$ cat config.mk
export PLATFORM = sky130hd
export DESIGN_NAME = uart_tx_arbiter
export DESIGN_NICKNAME = d
export VERILOG_FILES = /design/src/rtl/uart_pkg.sv /design/src/rtl/uart_rr_picker.sv /design/src/rtl/uart_tx_arbiter.sv
export SDC_FILE = /design/constraint.sdc
export NUM_CORES = 1
export LEC_CHECK = 0
export ABC_AREA = 1
export BUFFER_PORTS_ARGS = -buffer_cell sky130_fd_sc_hd__buf_2
export CELL_PAD_IN_SITES_DETAIL_PLACEMENT = 1
export CELL_PAD_IN_SITES_GLOBAL_PLACEMENT = 1
export CORE_MARGIN = 3
export CORE_UTILIZATION = 35
export DETAILED_ROUTE_END_ITERATION = 10
export GPL_TIMING_DRIVEN = 0
export PLACE_DENSITY = 0.83
export SYNTH_ARGS = -nofsm -noshare
export SYNTH_HDL_FRONTEND = slang
export SYNTH_SLANG_ARGS = --single-unit
$ cat constraint.sdc
create_clock -name clk -period 3.4 [get_ports clk]
set_clock_uncertainty 0.2 [all_clocks]
set_input_delay 0.68 -clock clk [delete_from_list [all_inputs] [get_ports clk]]
set_output_delay 0.68 -clock clk [all_outputs]
set_load 0.02 [all_outputs]
$ cat src/rtl/uart_pkg.sv
// Shared types and constants for the exp7 UART transmit path.
// Holds the arbiter state encoding and default character/timeout sizes.
package uart_pkg;

  typedef enum logic [1:0] {
    IDLE      = 2'b00,
    LAUNCH    = 2'b01,
    WAIT_BUSY = 2'b10,
    WAIT_DONE = 2'b11
  } state_e;

  localparam int UART_DATA_W        = 7;
  localparam int UART_START_TIMEOUT = 16;
  localparam int UART_IDX_W         = 3;

endpackage

$ cat src/rtl/uart_rr_picker.sv
// Round-robin find-first-set: first set request at or above the
// pointer, wrapping past the top requester back to zero.
module uart_rr_picker
  import uart_pkg::*;
#(
  parameter int NUM_REQ = 4
) (
  input  logic [NUM_REQ-1:0]    req_i,
  input  logic [UART_IDX_W-1:0] ptr_i,
  output logic [UART_IDX_W-1:0] idx_o,
  output logic                  valid_o
);

  localparam int SW = UART_IDX_W + 1;

  logic [2*NUM_REQ-1:0] dbl_sh;
  logic [NUM_REQ-1:0]   rot;
  logic [SW-1:0]        sum;
  logic [SW-1:0]        wrapped;

  // Rotate so bit 0 is the pointer position.
  assign dbl_sh = {req_i, req_i} >> ptr_i;
  assign rot    = dbl_sh[NUM_REQ-1:0];

  always_comb begin
    valid_o = 1'b0;
    sum     = '0;
    for (int k = NUM_REQ - 1; k >= 0; k--) begin
      if (rot[k]) begin
        valid_o = 1'b1;
        sum     = {1'b0, ptr_i} + SW'(k);
      end
    end
  end

  assign wrapped = (sum >= SW'(NUM_REQ))
                 ? sum - SW'(NUM_REQ)
                 : sum;
  assign idx_o   = wrapped[UART_IDX_W-1:0];

endmodule

$ cat src/rtl/uart_tx_arbiter.sv
// Shares one UART transmitter among NUM_REQ requesters with
// round-robin grants, launch pulse, busy tracking and start timeout.
module uart_tx_arbiter
  import uart_pkg::*;
#(
  parameter int NUM_REQ       = 4,
  parameter int DATA_W        = UART_DATA_W,
  parameter int START_TIMEOUT = UART_START_TIMEOUT
) (
  input  logic                      clk,
  input  logic                      resetN,
  input  logic [NUM_REQ-1:0]        req,
  input  logic [NUM_REQ*DATA_W-1:0] req_data,
  input  logic                      enable,
  output logic [NUM_REQ-1:0]        ack,
  output logic [NUM_REQ-1:0]        done,
  output logic                      tx_start,
  output logic [DATA_W-1:0]         tx_data,
  input  logic                      tx_busy,
  output logic [2:0]                owner,
  output logic                      busy_o,
  output logic                      err_timeout
);

  localparam int CNT_W = $clog2(START_TIMEOUT + 1);

  state_e                state_q;
  logic [UART_IDX_W-1:0] ptr_q;
  logic [UART_IDX_W-1:0] ptr_d;
  logic [UART_IDX_W-1:0] owner_q;
  logic [CNT_W-1:0]      cnt_q;
  logic [NUM_REQ-1:0]    ack_q;
  logic [NUM_REQ-1:0]    done_q;
  logic                  start_q;
  logic [DATA_W-1:0]     data_q;
  logic                  err_q;

  logic [UART_IDX_W-1:0] pick_idx;
  logic                  pick_vld;
  logic [DATA_W-1:0]     pick_data;

  uart_rr_picker #(
    .NUM_REQ (NUM_REQ)
  ) u_picker (
    .req_i   (req),
    .ptr_i   (ptr_q),
    .idx_o   (pick_idx),
    .valid_o (pick_vld)
  );

  assign ptr_d = (pick_idx == UART_IDX_W'(NUM_REQ - 1))
               ? '0
               : pick_idx + UART_IDX_W'(1);

  always_comb begin
    pick_data = '0;
    for (int i = 0; i < NUM_REQ; i++) begin
      if (pick_idx == UART_IDX_W'(i)) begin
        pick_data = req_data[i*DATA_W +: DATA_W];
      end
    end
  end

  always_ff @(posedge clk) begin
    if (!resetN) begin
      state_q <= IDLE;
      ptr_q   <= '0;
      owner_q <= '0;
      cnt_q   <= '0;
      ack_q   <= '0;
      done_q  <= '0;
      start_q <= 1'b0;
      data_q  <= '0;
      err_q   <= 1'b0;
    end else begin
      ack_q   <= '0;
      done_q  <= '0;
      start_q <= 1'b0;
      unique case (state_q)
        IDLE: begin
          if (enable && pick_vld) begin
            ack_q   <= NUM_REQ'(1) << pick_idx;
            data_q  <= pick_data;
            owner_q <= pick_idx;
            ptr_q   <= ptr_d;
            state_q <= LAUNCH;
          end
        end
        LAUNCH: begin
          start_q <= 1'b1;
          cnt_q   <= '0;
          state_q <= WAIT_BUSY;
        end
        WAIT_BUSY: begin
          if (tx_busy) begin
            state_q <= WAIT_DONE;
          end else if (cnt_q == CNT_W'(START_TIMEOUT - 1)) begin
            // Transmitter never answered: drop the frame, no done.
            err_q   <= 1'b1;
            state_q <= IDLE;
          end else begin
            cnt_q <= cnt_q + CNT_W'(1);
          end
        end
        WAIT_DONE: begin
          if (!tx_busy) begin
            done_q  <= NUM_REQ'(1) << owner_q;
            state_q <= IDLE;
          end
        end
        default: state_q <= IDLE;
      endcase
    end
  end

  assign ack         = ack_q;
  assign done        = done_q;
  assign tx_start    = start_q;
  assign tx_data     = data_q;
  assign owner       = owner_q;
  assign busy_o      = (state_q != IDLE);
  assign err_timeout = err_q;

endmodule

==> results of run 1 <==
## routing by layer
metal,wire length [µm],track usage
met1,2428,0.2269
met2,2543,0.3105
met3,333,0.05305
met4,54,0.03780
met5,0,0
## Yosys cell counts
| library cell | instances |
|---|---|
| sky130_fd_sc_hd__or2_1 | 4 |
| sky130_fd_sc_hd__buf_2 | 2 |
| sky130_fd_sc_hd__or2_2 | 4 |
| sky130_fd_sc_hd__and3_1 | 1 |
| sky130_fd_sc_hd__nor2_1 | 31 |
| sky130_fd_sc_hd__buf_4 | 2 |
| sky130_fd_sc_hd__o21a_1 | 1 |
| sky130_fd_sc_hd__nand3_2 | 3 |
| sky130_fd_sc_hd__buf_6 | 2 |
| sky130_fd_sc_hd__nor2_4 | 1 |
| sky130_fd_sc_hd__nand3b_1 | 2 |
| sky130_fd_sc_hd__or2_0 | 1 |
| sky130_fd_sc_hd__nand2_2 | 7 |
| sky130_fd_sc_hd__nand3_1 | 46 |
| sky130_fd_sc_hd__inv_1 | 38 |
| sky130_fd_sc_hd__nand4_1 | 4 |
| sky130_fd_sc_hd__inv_2 | 3 |
| sky130_fd_sc_hd__o21ai_2 | 1 |
| sky130_fd_sc_hd__ha_1 | 10 |
| sky130_fd_sc_hd__o22ai_1 | 1 |
| sky130_fd_sc_hd__dfxtp_1 | 30 |
| sky130_fd_sc_hd__inv_6 | 1 |
| sky130_fd_sc_hd__nor3_1 | 4 |
| sky130_fd_sc_hd__nand2_1 | 40 |
| sky130_fd_sc_hd__xnor2_1 | 1 |
| sky130_fd_sc_hd__o21ai_0 | 12 |
| sky130_fd_sc_hd__clkbuf_1 | 3 |
| sky130_fd_sc_hd__nor2_2 | 2 |
| sky130_fd_sc_hd__a21oi_1 | 18 |
| sky130_fd_sc_hd__a211oi_1 | 1 |
| sky130_fd_sc_hd__a21boi_2 | 1 |
| sky130_fd_sc_hd__nand2_4 | 3 |
## cell families (layout without fill, tap and decap cells)
kind of cell	Yosys count	count (layout)
XOR/XNOR	1	1
adder cells (fa/ha/maj)	10	10
buffers and inverters	51	115
AO/OA/AOI/OAI	35	35
flip-flops	30	30
AND/OR/NAND/NOR	153	153
## final timing paths
| path | start | end | slack, ns | cells past startpoint |
|---|---|---|---|---|
| setup / recovery | ptr_q[1]$_SDFFE_PN0P_ | tx_data[1]$_SDFFE_PN0P_ | 0.46 | 13 |
| hold / removal | err_timeout$_SDFFE_PN0P_ | err_timeout$_SDFFE_PN0P_ | 0.26 | 2 |
| setup reg to reg | ptr_q[1]$_SDFFE_PN0P_ | tx_data[1]$_SDFFE_PN0P_ | 0.46 | 13 |
| hold reg to reg | err_timeout$_SDFFE_PN0P_ | err_timeout$_SDFFE_PN0P_ | 0.26 | 2 |
## stage by stage
step | hold WS [ns] | setup WS [ns] | cell area [µm²]
floorplan | 0.2462 | 0.8430 | 1898
global route | 0.2849 | 0.1531 | 2361
global placement | 0.2408 | 0.3900 | 2266
detailed placement | 0.2483 | 0.2678 | 2266
CTS | 0.2649 | 0.4786 | 2361
finish | 0.2598 | 0.4627 | 2361
## critical path: cells and delay by family (launching register included)
family	cells	cell delay (ns)
DFF	1	0.41
adders and majority gates	1	0.19
AOI/OAI and AO/OA	3	0.49
buffers and inverters	3	0.53
and+or+nand+nor	6	0.98
## power by group through the flow
stage	clock network (µW)	logic, µW	registers [µW]
6_report	308	1300	476
5_1_grt	333	1480	487
4_1_cts	315	1320	476
3_5_place_dp	0	1310	483
3_3_place_gp	0	1270	479
2_1_floorplan	0	920	540
## state kept, by name (all words and copies together), names as in the netlist
signal       count
tx_data          7
cnt_q            5
ack              4
done             4
owner            3
ptr_q            3
state_q          2
err_timeout      1
tx_start         1
## area by class of cell
class | instances | area [µm²] | share of cell area
flip-flops and latches | 30 | 600.6 | 0.2544
multi-input cells | 199 | 1076 | 0.4557
inverters | 42 | 162.7 | 0.06889
repair buffers | 56 | 280.3 | 0.1187
clock inverters | 2 | 12.51 | 0.005299
clock buffers | 6 | 82.58 | 0.03498
plain buffers | 9 | 58.81 | 0.02491
well taps | 70 | 87.58 | 0.03710
==> key figures, run 1 <==
Layout
  – Filler instances: 702
  – Area growth from synthesis to final layout: 24.39%
  – Share of post-route cells with drive strength above 1: 0.2791
  – Layout Cells excl Fill: 414
  – Most frequent cells in the layout: sky130_fd_sc_hd__buf_2, sky130_fd_sc_hd__nand3_1, sky130_fd_sc_hd__nand2_1, sky130_fd_sc_hd__inv_1, sky130_fd_sc_hd__nor2_1
  – Total Nets Final: 389
  – Util after Layout: 0.4565
  – Antenna Diode Count: 0
  – Leading cell type in the layout, fill and taps excluded: sky130_fd_sc_hd__buf_2

Pwr
  – Proportion of power drawn by the clock network: 0.148
  – Total power consumption of the routed design: 2084 µW
  – Net switching power figure: 1029 µW
  – Seq pwr share: 0.228
  – PD cells: 882.8 nW/µm²
  – Fraction of power consumed by combinational cells: 0.624
  – Reported leakage power: 0.001209 µW
  – Max IR drop VDD: 0.3122 mV
  – Design internal power: 1055 µW
  – Switching share of power: 0.4939

Synth
  – Synthesized area per cell: 6.779 µm²
  – Yosys reg bits: 30
  – Post-synthesis compound-gate area fraction: 0.1009
  – Syn. warnings: 0
  – Syn_nets: 326
  – Top cells by area, synth: sky130_fd_sc_hd__dfxtp_1, sky130_fd_sc_hd__nand3_1, sky130_fd_sc_hd__nand2_1, sky130_fd_sc_hd__inv_1, sky130_fd_sc_hd__ha_1
  – Area share of the largest cell type after synthesis: 0.3164
  – Post-synthesis cell count: 280
  – Yosys top cell by area: sky130_fd_sc_hd__dfxtp_1
  – Post-synthesis sequential area ratio: 0.3164
  – Xor-xnor portion of the synthesized cell area: 0.004614
  – Cell variety after synth: 32
  – Post-synthesis mux area share: 0
  – Post-synthesis simple-gate area fraction: 0.3955
  – Arithmetic-cell share of the synthesized area counting full adders, half adders and majority gates: 0.06592
  – Combinational family with the most area after synthesis: simple AND/OR/NAND/NOR gates
  – Combined area of all synthesized cells: 1898 µm²

STA
  – Transition time at the pin with the least slew margin: 0.4814 ns
  – Count of final max-slew check failures: 0
  – Highest clock rate: 340.4 MHz
  – Setup Viol. Count Final: 0
  – Final clock period utilization by the worst path: 0.8639
  – Setup repair after global routing missed its margin: false
  – Fin Setup TNS: 0 ns
  – Min Tclk post-route: 2.937 ns
  – Worst rel slew slack: 0.6766
  – Endpoints failing hold: 0

GRT
  – Initial antenna violation count: 0
  – Vias in the first global route: 2029
  – Total congestion overflow after global routing: 0
  – Total global-route track usage: 0.1822
  – Global-route wire length before repair: 9.149 mm
  – Largest net degree at the start of global routing: 11

Hold path
  – Worst hold-check path type: reg2reg

Worst setup path
  – CP peak stage delay: 0.41 ns
  – Arrival time worst endpoint: 2.91 ns
  – Standard cell with the maximum stage delay on the critical path: sky130_fd_sc_hd__dfxtp_1
  – Max Fanout on Critical Path: 9
  – Kind of launch point of the worst setup path: flop
  – Critical Path End Type: flop
  – Cell chain of the critical path: inv_2, nor2_2, nand3_1, nand2_1, inv_1, o21ai_0, nand3_1, a21boi_2, ha_1, clkbuf_1, nand2_1, nand3_1, a21oi_1
  – Required time of the critical path: 3.37 ns
  – Critical path class: reg2reg
  – Crit-path most repeated cell: sky130_fd_sc_hd__nand3_1

Place
  – Detailed placer's ending HPWL: 4.170 mm
  – Buffers added on ports: 56
  – Routability congestion estimate: 0.8144
  – Cell total after placement: 406

Detailed routing
  – DR WL/cell: 12.94 µm
  – Routed WL: 5.359 mm
  – Vias per std cell: 4.855
  – Detail Route Antenna Nets: 0
  – Count of unresolved DRC violations after routing: 0
  – Number of optimization iterations in the first detailed-route pass: 4
  – First DRT Iteration DRCs: 59
  – Via count: 2010

CTS
  – Clock insertion delay at the later pin of the skew report: 0.29 ns
  – Clock tree from TritonCTS: yes
  – Maximum number of buffers from clock root to sink: 2
  – Clock transition at the registers of the reported paths: 0.07 ns
  – Setup repair bufs after CTS: 0
  – Root Driver: sky130_fd_sc_hd__clkbuf_8
  – Clock sink count: 30
  – CTS resizes: 0
  – Number of hold buffers added after CTS: 0
  – Number of buffers created by CTS: 5
  – Clock H-tree levels: 2

Floorplanning
  – Effective utilization at floorplan: 0.3670
  – Die extent in y: 79.64 µm
  – Die Area: 6343 µm²
  – Floorplan Core Area: 5172 µm²
  – Site row count: 26
  – Chip Width: 79.64 µm
  – Ports placed on the boundary: 57

Outcome
  – Status: completed

Run
  – Total of max-cap violations: 0
No activity file was read; power rests on OpenSTA's default activity.
==> run 2: changes to the inputs <==
--- a/config.mk
+++ b/config.mk
@@ -11,8 +11,8 @@
 export CELL_PAD_IN_SITES_GLOBAL_PLACEMENT = 1
 export CORE_MARGIN = 3
-export CORE_UTILIZATION = 35
+export CORE_UTILIZATION = 32
 export DETAILED_ROUTE_END_ITERATION = 10
 export GPL_TIMING_DRIVEN = 0
-export PLACE_DENSITY = 0.83
+export PLACE_DENSITY = 0.8
 export SYNTH_ARGS = -nofsm -noshare
 export SYNTH_HDL_FRONTEND = slang
==> constraint.sdc (replaced) <==
create_clock -name clk -period 2.6 [get_ports clk]
set_clock_uncertainty 0.2 [all_clocks]
set_input_delay 0.52 -clock clk [delete_from_list [all_inputs] [get_ports clk]]
set_output_delay 0.52 -clock clk [all_outputs]
set_load 0.005 [all_outputs]
==> key figures, run 2 (synthesized netlist as in run 1, its figures left out) <==
Worst setup path
  – CP peak stage delay: 0.33 ns (-0.08 ns)
  – Reg2Reg Depth: 18 (+5)
  – Critical Path End Type: flop
  – Max Fanout on Critical Path: 7 (-2)
  – Standard cell with the maximum stage delay on the critical path: sky130_fd_sc_hd__dfxtp_2
  – Setup slack on the worst flop-to-flop path: 0.12 ns (-0.34 ns)
  – Endpoint of the worst-slack reg-to-reg timing path: tx_data[5]$_SDFFE_PN0P_
  – Arrival time worst endpoint: 2.44 ns (-0.47 ns)
  – Cell chain of the critical path: buf_8, clkinv_8, nand2_8, nand2_4, nand3_4, nand2_4, inv_2, o21ai_2, nand3_2, a21boi_4, buf_6, buf_6, ha_4, nand2_4, buf_6, or2_1, nand3_1, a21oi_1
  – Kind of launch point of the worst setup path: flop
  – Startpoint of the most critical register-to-register path: ptr_q[0]$_SDFFE_PN0P_
  – Critical path class: reg2reg
  – Required time of the critical path: 2.57 ns (-0.80 ns)

STA
  – Highest clock rate: 404.0 MHz (+19%)
  – Setup Viol. Count Final: 0 (unchanged)
  – Min Tclk post-route: 2.475 ns (-0.4622 ns)
  – Final clock period utilization by the worst path: 0.9520 (+0.08804)
  – Endpoints failing hold: 0 (unchanged)
  – Worst rel slew slack: 0.6706 (-0.005967)
  – Transition time at the pin with the least slew margin: 0.4940 ns (+0.01265 ns)
  – Hold WS: 0.2516 ns (-0.008190 ns)
  – Count of final max-slew check failures: 0 (unchanged)

Pwr
  – Max IR drop VDD: 0.5284 mV (+69%)
  – PD cells: 1203 nW/µm² (+36%)
  – Reported leakage power: 0.001289 µW (+6.6%)

GRT
  – Total congestion overflow after global routing: 0 (unchanged)
  – Largest net degree at the start of global routing: 11 (unchanged)
  – Vias in the first global route: 2114 (+4.2%)
  – Global-route wire length before repair: 9.425 mm (+3.0%)
  – Total global-route track usage: 0.1657 (-0.01647)
  – Initial antenna violation count: 0 (unchanged)

Detailed routing
  – Vias per std cell: 4.836 (-0.38%)
  – Count of unresolved DRC violations after routing: 0 (unchanged)
  – DR WL/cell: 13.69 µm (+5.8%)
  – Routed WL: 5.777 mm (+7.8%)
  – Number of optimization iterations in the first detailed-route pass: 4 (unchanged)
  – Via count: 2041 (+1.5%)
  – First DRT Iteration DRCs: 61 (+3.4%)
  – Detail Route Antenna Nets: 0 (unchanged)

CTS
  – Clock sink count: 30 (unchanged)
  – Number of buffers created by CTS: 5 (unchanged)
  – Clock insertion delay at the later pin of the skew report: 0.28 ns (about the same)
  – Clock transition at the registers of the reported paths: 0.06 ns (about the same)
  – Maximum number of buffers from clock root to sink: 2 (unchanged)
  – Clock H-tree levels: 2 (unchanged)
  – Root Driver: sky130_fd_sc_hd__clkbuf_8
  – Clock tree from TritonCTS: yes

Layout
  – Leading cell type in the layout, fill and taps excluded: sky130_fd_sc_hd__buf_2
  – Util after Layout: 0.4692 (+0.01275)
  – Most frequent cells in the layout: sky130_fd_sc_hd__buf_2, sky130_fd_sc_hd__nand3_1, sky130_fd_sc_hd__inv_1, sky130_fd_sc_hd__nand2_1, sky130_fd_sc_hd__nor2_1
  – Antenna Diode Count: 0 (unchanged)
  – Number of flip-flops in the largest register: 7 (unchanged)
  – Share of post-route cells with drive strength above 1: 0.3829 (+0.1038)
  – Area growth from synthesis to final layout: 38.63%
  – Total Nets Final: 397 (+2.1%)

Hold path
  – Hold Path Origin: err_timeout$_SDFFE_PN0P_
  – Worst-case hold path end point: err_timeout$_SDFFE_PN0P_
  – Cell count of the worst hold path: 2 (unchanged)
  – Worst hold-check path type: reg2reg

Place
  – Routability congestion estimate: 0.7710 (-5.3%)
  – Detailed placer's ending HPWL: 4.262 mm (+2.2%)
  – Buffers added on ports: 56 (unchanged)

Outcome
  – Status: completed

Floorplanning
  – Effective utilization at floorplan: 0.3385 (-0.02849)
  – Site row count: 27 (+3.8%)
  – Die extent in y: 83.02 µm (+4.2%)
  – Ports placed on the boundary: 57 (unchanged)
  – Chip Width: 83.02 µm (+4.2%)
  – Floorplan Core Area: 5608 µm² (+8.4%)
  – Die Area: 6891 µm² (+8.7%)

Run
  – Total of max-cap violations: 0 (unchanged)
==> run 2: changes by cell type in the layout (fill, tap and decap cells not counted), sizes merged <==
| cell | delta |
|---|---|
| inv | -1 |
| buf | +9 |
| clkbuf | -1 |
| clkinvlp | -1 |
==> run 2: where the power goes <==
part | switching (µW) | leakage, µW | internal [µW] | total, µW
Combinational | 1230 | 0.00100 | 936 | 2170
Sequential | 69.3 | 0.000246 | 560 | 630
Clock | 163 | 0.0000431 | 204 | 366
Total | 1470 | 0.00129 | 1700 | 3170
==> run 2: worst max-delay path by stage <==
| stage | from | to | slack [ns] |
|---|---|---|---|
| after global routing | ptr_q[0]$_SDFFE_PN0P_ | tx_data[4]$_SDFFE_PN0P_ | -0.08 |
| final | ptr_q[0]$_SDFFE_PN0P_ | tx_data[5]$_SDFFE_PN0P_ | 0.12 |
| after global placement | req[3] | tx_data[5]$_SDFFE_PN0P_ | -0.26 |
| after detailed placement | req[3] | tx_data[2]$_SDFFE_PN0P_ | -0.34 |
| after CTS | ptr_q[0]$_SDFFE_PN0P_ | tx_data[4]$_SDFFE_PN0P_ | 0.001 |
| after floorplan | ptr_q[1]$_SDFFE_PN0P_ | tx_data[3]$_SDFFE_PN0P_ | 0.20 |
==> run 2: layout make-up <==
cell class	instances	area, µm²
timing repair buffer	65	359.1
tap	72	90.09
buffer	8	72.57
inverter	42	175.2
fill	759	2977
multi-input combinational	199	1247
sequential	30	604.3
clock buffer	6	82.58
==> run 2: metal layers <==
layer | global-route usage | wire length (µm) | vias up | part of all wire
met2 | 0.2828 | 2861 | 52 | 0.50
met4 | 0.04903 | 72 | 0 | 0.012
met5 | 0 | 0 | - | 0
li1 | - | - | 1041 | -
met1 | 0.2087 | 2570 | 940 | 0.44
met3 | 0.03571 | 273 | 8 | 0.047
==> run 2: worst max-delay path, delay by kind of cell, from the launching register on <==
kind                     cells  cell delay [ns]
AND/OR/NAND/NOR              8             0.73
buffers and inverters        6             0.60
AO/OA/AOI/OAI                3             0.36
flip-flops                   1             0.33
adder cells (fa/ha/maj)      1             0.13
==> run 2: what timing repair did <==
action                                  CTS  global route
hold buffers                              0             0
pin swaps                                 5            16
gates cloned                              0             1
endpoints found under the setup margin    9            11
gates resized for setup                  18            40
setup buffers                             8             1
==> run 2: through the flow <==
step / total power (µW) / TNS (ns) / instances / cell area [µm²] / setup slack, ns
2_1_floorplan: 1822 / 0 / 280 / 1898 / 0.1955
3_5_place_dp: 2250 / -2.634 / 408 / 2268 / -0.3390
6_report: 3166 / 0 / 422 / 2631 / 0.1249
3_3_place_gp: 2199 / -1.878 / 408 / 2268 / -0.2601
5_1_grt: 3467 / -0.4582 / 422 / 2631 / -0.07918
4_1_cts: 2913 / 0 / 421 / 2477 / 0.001225
==> run 3: changes to the inputs <==
Settings changed: CTS_BUF_LIST from default to sky130_fd_sc_hd__clkbuf_16.
==> key figures, run 3 (synthesized netlist as in run 1, its figures left out) <==
Outcome
  – Status: completed

STA
  – Transition time at the pin with the least slew margin: 0.4831 ns (-0.01097 ns)
  – Worst rel slew slack: 0.6780 (+0.007311)
  – Min Tclk post-route: 2.449 ns (-0.02629 ns)
  – Final clock period utilization by the worst path: 0.9418 (-0.01011)
  – Hold WS: 0.2493 ns (-0.002325 ns)
  – Highest clock rate: 408.4 MHz (+1.1%)
  – Count of final max-slew check failures: 0 (unchanged)
  – Endpoints failing hold: 0 (unchanged)
  – Setup Viol. Count Final: 0 (unchanged)

Worst setup path
  – Reg2Reg Depth: 17 (-1)
  – Arrival time worst endpoint: 2.41 ns (-0.03 ns)
  – Startpoint of the most critical register-to-register path: ptr_q[0]$_SDFFE_PN0P_
  – Critical Path End Type: flop
  – Critical path class: reg2reg
  – Endpoint of the worst-slack reg-to-reg timing path: tx_data[5]$_SDFFE_PN0P_
  – Setup slack on the worst flop-to-flop path: 0.15 ns (+0.03 ns)
  – Required time of the critical path: 2.56 ns (about the same)
  – Max Fanout on Critical Path: 10 (+3)
  – Kind of launch point of the worst setup path: flop
  – Worst Setup SP: ptr_q[0]$_SDFFE_PN0P_

CTS
  – Clock sink count: 30 (unchanged)
  – Clock insertion delay at the later pin of the skew report: 0.27 ns (about the same)
  – Maximum number of buffers from clock root to sink: 2 (unchanged)
  – Clock H-tree levels: 2 (unchanged)
  – Root Driver: sky130_fd_sc_hd__clkbuf_16
  – Clock tree from TritonCTS: yes
  – Clock transition at the registers of the reported paths: 0.05 ns (about the same)
  – Number of buffers created by CTS: 5 (unchanged)

Pwr
  – Switching share of power: 0.4437 (-0.01933)
  – PD cells: 1258 nW/µm² (+4.6%)
  – Proportion of power drawn by the clock network: 0.158 (+0.042)
  – Reported leakage power: 0.001291 µW (+0.18%)
  – Fraction of power consumed by combinational cells: 0.649 (-0.036)
  – Seq pwr share: 0.193 (-0.006)
  – Max IR drop VDD: 0.5344 mV (+1.1%)
  – Net switching power figure: 1461 µW (-0.31%)
  – Total power consumption of the routed design: 3293 µW (+4.0%)
  – Design internal power: 1832 µW (+7.8%)

GRT
  – Initial antenna violation count: 0 (unchanged)
  – Total global-route track usage: 0.1658 (about the same)
  – Total congestion overflow after global routing: 0 (unchanged)
  – Global-route wire length before repair: 9.328 mm (-1.0%)
  – Largest net degree at the start of global routing: 11 (unchanged)
  – Vias in the first global route: 2107 (-0.33%)

Detailed routing
  – Vias per std cell: 4.900 (+1.3%)
  – Max layer used: met4
  – Routed WL: 5.870 mm (+1.6%)
  – DRT met1 WL: 2.508 mm (-2.4%)
  – WL met2: 2.996 mm (+4.7%)
  – Count of unresolved DRC violations after routing: 0 (unchanged)
  – First DRT Iteration DRCs: 43 (-30%)
  – DR WL/cell: 13.91 µm (+1.6%)
  – Detailed-routed wire length on met3: 294 µm (+7.7%)
  – Detail Route Antenna Nets: 0 (unchanged)
  – Number of optimization iterations in the first detailed-route pass: 4 (unchanged)
  – Via count: 2068 (+1.3%)

Hold path
  – Hold Path Origin: err_timeout$_SDFFE_PN0P_
  – Worst hold-check path type: reg2reg
  – Cell count of the worst hold path: 2 (unchanged)
  – Worst-case hold path end point: err_timeout$_SDFFE_PN0P_

Layout
  – Most frequent cells in the layout: sky130_fd_sc_hd__buf_2, sky130_fd_sc_hd__nand3_1, sky130_fd_sc_hd__nand2_1, sky130_fd_sc_hd__inv_1, sky130_fd_sc_hd__nor2_1
  – Antenna Diode Count: 0 (unchanged)
  – Total Nets Final: 397 (unchanged)
  – Area growth from synthesis to final layout: 37.90%
  – Number of flip-flops in the largest register: 7 (unchanged)
  – Leading cell type in the layout, fill and taps excluded: sky130_fd_sc_hd__buf_2
  – Share of post-route cells with drive strength above 1: 0.3629 (-0.02000)

Place
  – Buffers added on ports: 56 (unchanged)
  – Routability congestion estimate: 0.7710 (unchanged)
  – Detailed placer's ending HPWL: 4.262 mm (unchanged)

Floorplanning
  – Die Area: 6891 µm² (unchanged)
  – Die extent in y: 83.02 µm (unchanged)
  – Site row count: 27 (unchanged)
  – Ports placed on the boundary: 57 (unchanged)
  – Chip Width: 83.02 µm (unchanged)
  – Floorplan Core Area: 5608 µm² (unchanged)
  – Effective utilization at floorplan: 0.3385 (unchanged)

Run
  – Total of max-cap violations: 0 (unchanged)
-- run 3: changes by cell type in the layout (fill, tap and decap cells not counted), sizes merged --
cell  delta
buf      -1
inv      +1
-- run 3: how the worst max path moves through the flow --
stage                               to  slack [ns]  depth (start not counted)
6_report       tx_data[5]$_SDFFE_PN0P_        0.15                         17
5_1_grt        tx_data[0]$_SDFFE_PN0P_       -0.08                         16
4_1_cts        tx_data[4]$_SDFFE_PN0P_        0.02                         18
3_5_place_dp   tx_data[2]$_SDFFE_PN0P_       -0.34                         14
3_3_place_gp   tx_data[5]$_SDFFE_PN0P_       -0.26                         14
2_1_floorplan  tx_data[3]$_SDFFE_PN0P_        0.20                         16
-- run 3: metrics by stage --
| step | area, µm² | setup TNS, ns | util | cells | setup slack (ns) |
|---|---|---|---|---|---|
| 2_1_floorplan | 1898 | 0 | - | 280 | 0.1955 |
| 3_3_place_gp | 2268 | -1.878 | 0.4045 | 408 | -0.2601 |
| 3_5_place_dp | 2268 | -2.634 | 0.4045 | 408 | -0.3390 |
| 4_1_cts | 2421 | 0 | 0.4317 | 414 | 0.01616 |
| 5_1_grt | 2618 | -0.1991 | 0.4668 | 422 | -0.08356 |
| 6_report | 2618 | 0 | 0.4668 | 422 | 0.1512 |
-- run 3: repair_timing --
action / CTS / global route
hold endpoints to repair: 0 / 0
resized for setup: 8 / 35
endpoints found under the setup margin: 9 / 8
cloned: 0 / 1
hold buffers: 0 / 0
buffers inserted: 1 / 7
pin swaps: 2 / 14
-- run 3: per-layer routing --
| layer | vias to the layer above | track usage |
|---|---|---|
| met3 | 9 | 0.04663 |
| li1 | 1042 | - |
| met5 | - | 0 |
| met4 | 0 | 0.04903 |
| met2 | 54 | 0.2872 |
| met1 | 963 | 0.1985 |
-- run 3: layout make-up --
cell class              instances  area, µm²
plain buffers                   8      68.82
clock buffers                   5      125.1
clock inverters                 1      3.754
fillers                       765       2990
inverters                      42      170.2
multi-input cells             199       1187
flip-flops and latches         30      606.8
well taps                      72      90.09
repair buffers                 65      365.4
-- run 3: worst max-delay path, cell delays in order (launching register included) --
cell                       delay [ns]
sky130_fd_sc_hd__dfxtp_2         0.32
sky130_fd_sc_hd__buf_8           0.14
sky130_fd_sc_hd__inv_8           0.07
sky130_fd_sc_hd__nand2_4         0.06
sky130_fd_sc_hd__nand2_4         0.08
sky130_fd_sc_hd__nand3_4         0.08
sky130_fd_sc_hd__nand2_2         0.09
sky130_fd_sc_hd__inv_2           0.04
sky130_fd_sc_hd__o21ai_2         0.12
sky130_fd_sc_hd__nand3_1         0.10
sky130_fd_sc_hd__a21boi_2        0.17
sky130_fd_sc_hd__buf_4           0.16
sky130_fd_sc_hd__ha_4            0.14
sky130_fd_sc_hd__nand2_4         0.06
sky130_fd_sc_hd__buf_6           0.13
sky130_fd_sc_hd__or2_1           0.20
sky130_fd_sc_hd__nand3_1         0.09
sky130_fd_sc_hd__a21oi_1         0.07
-- run 3: power groups by stage --
stage          combinational [µW]  sequential, µW  clock, µW
6_report                     2140             636        520
5_1_grt                      2370             650        566
4_1_cts                      1690             630        536
3_5_place_dp                 1620             632          0
3_3_place_gp                 1570             628          0
2_1_floorplan                1200             626          0
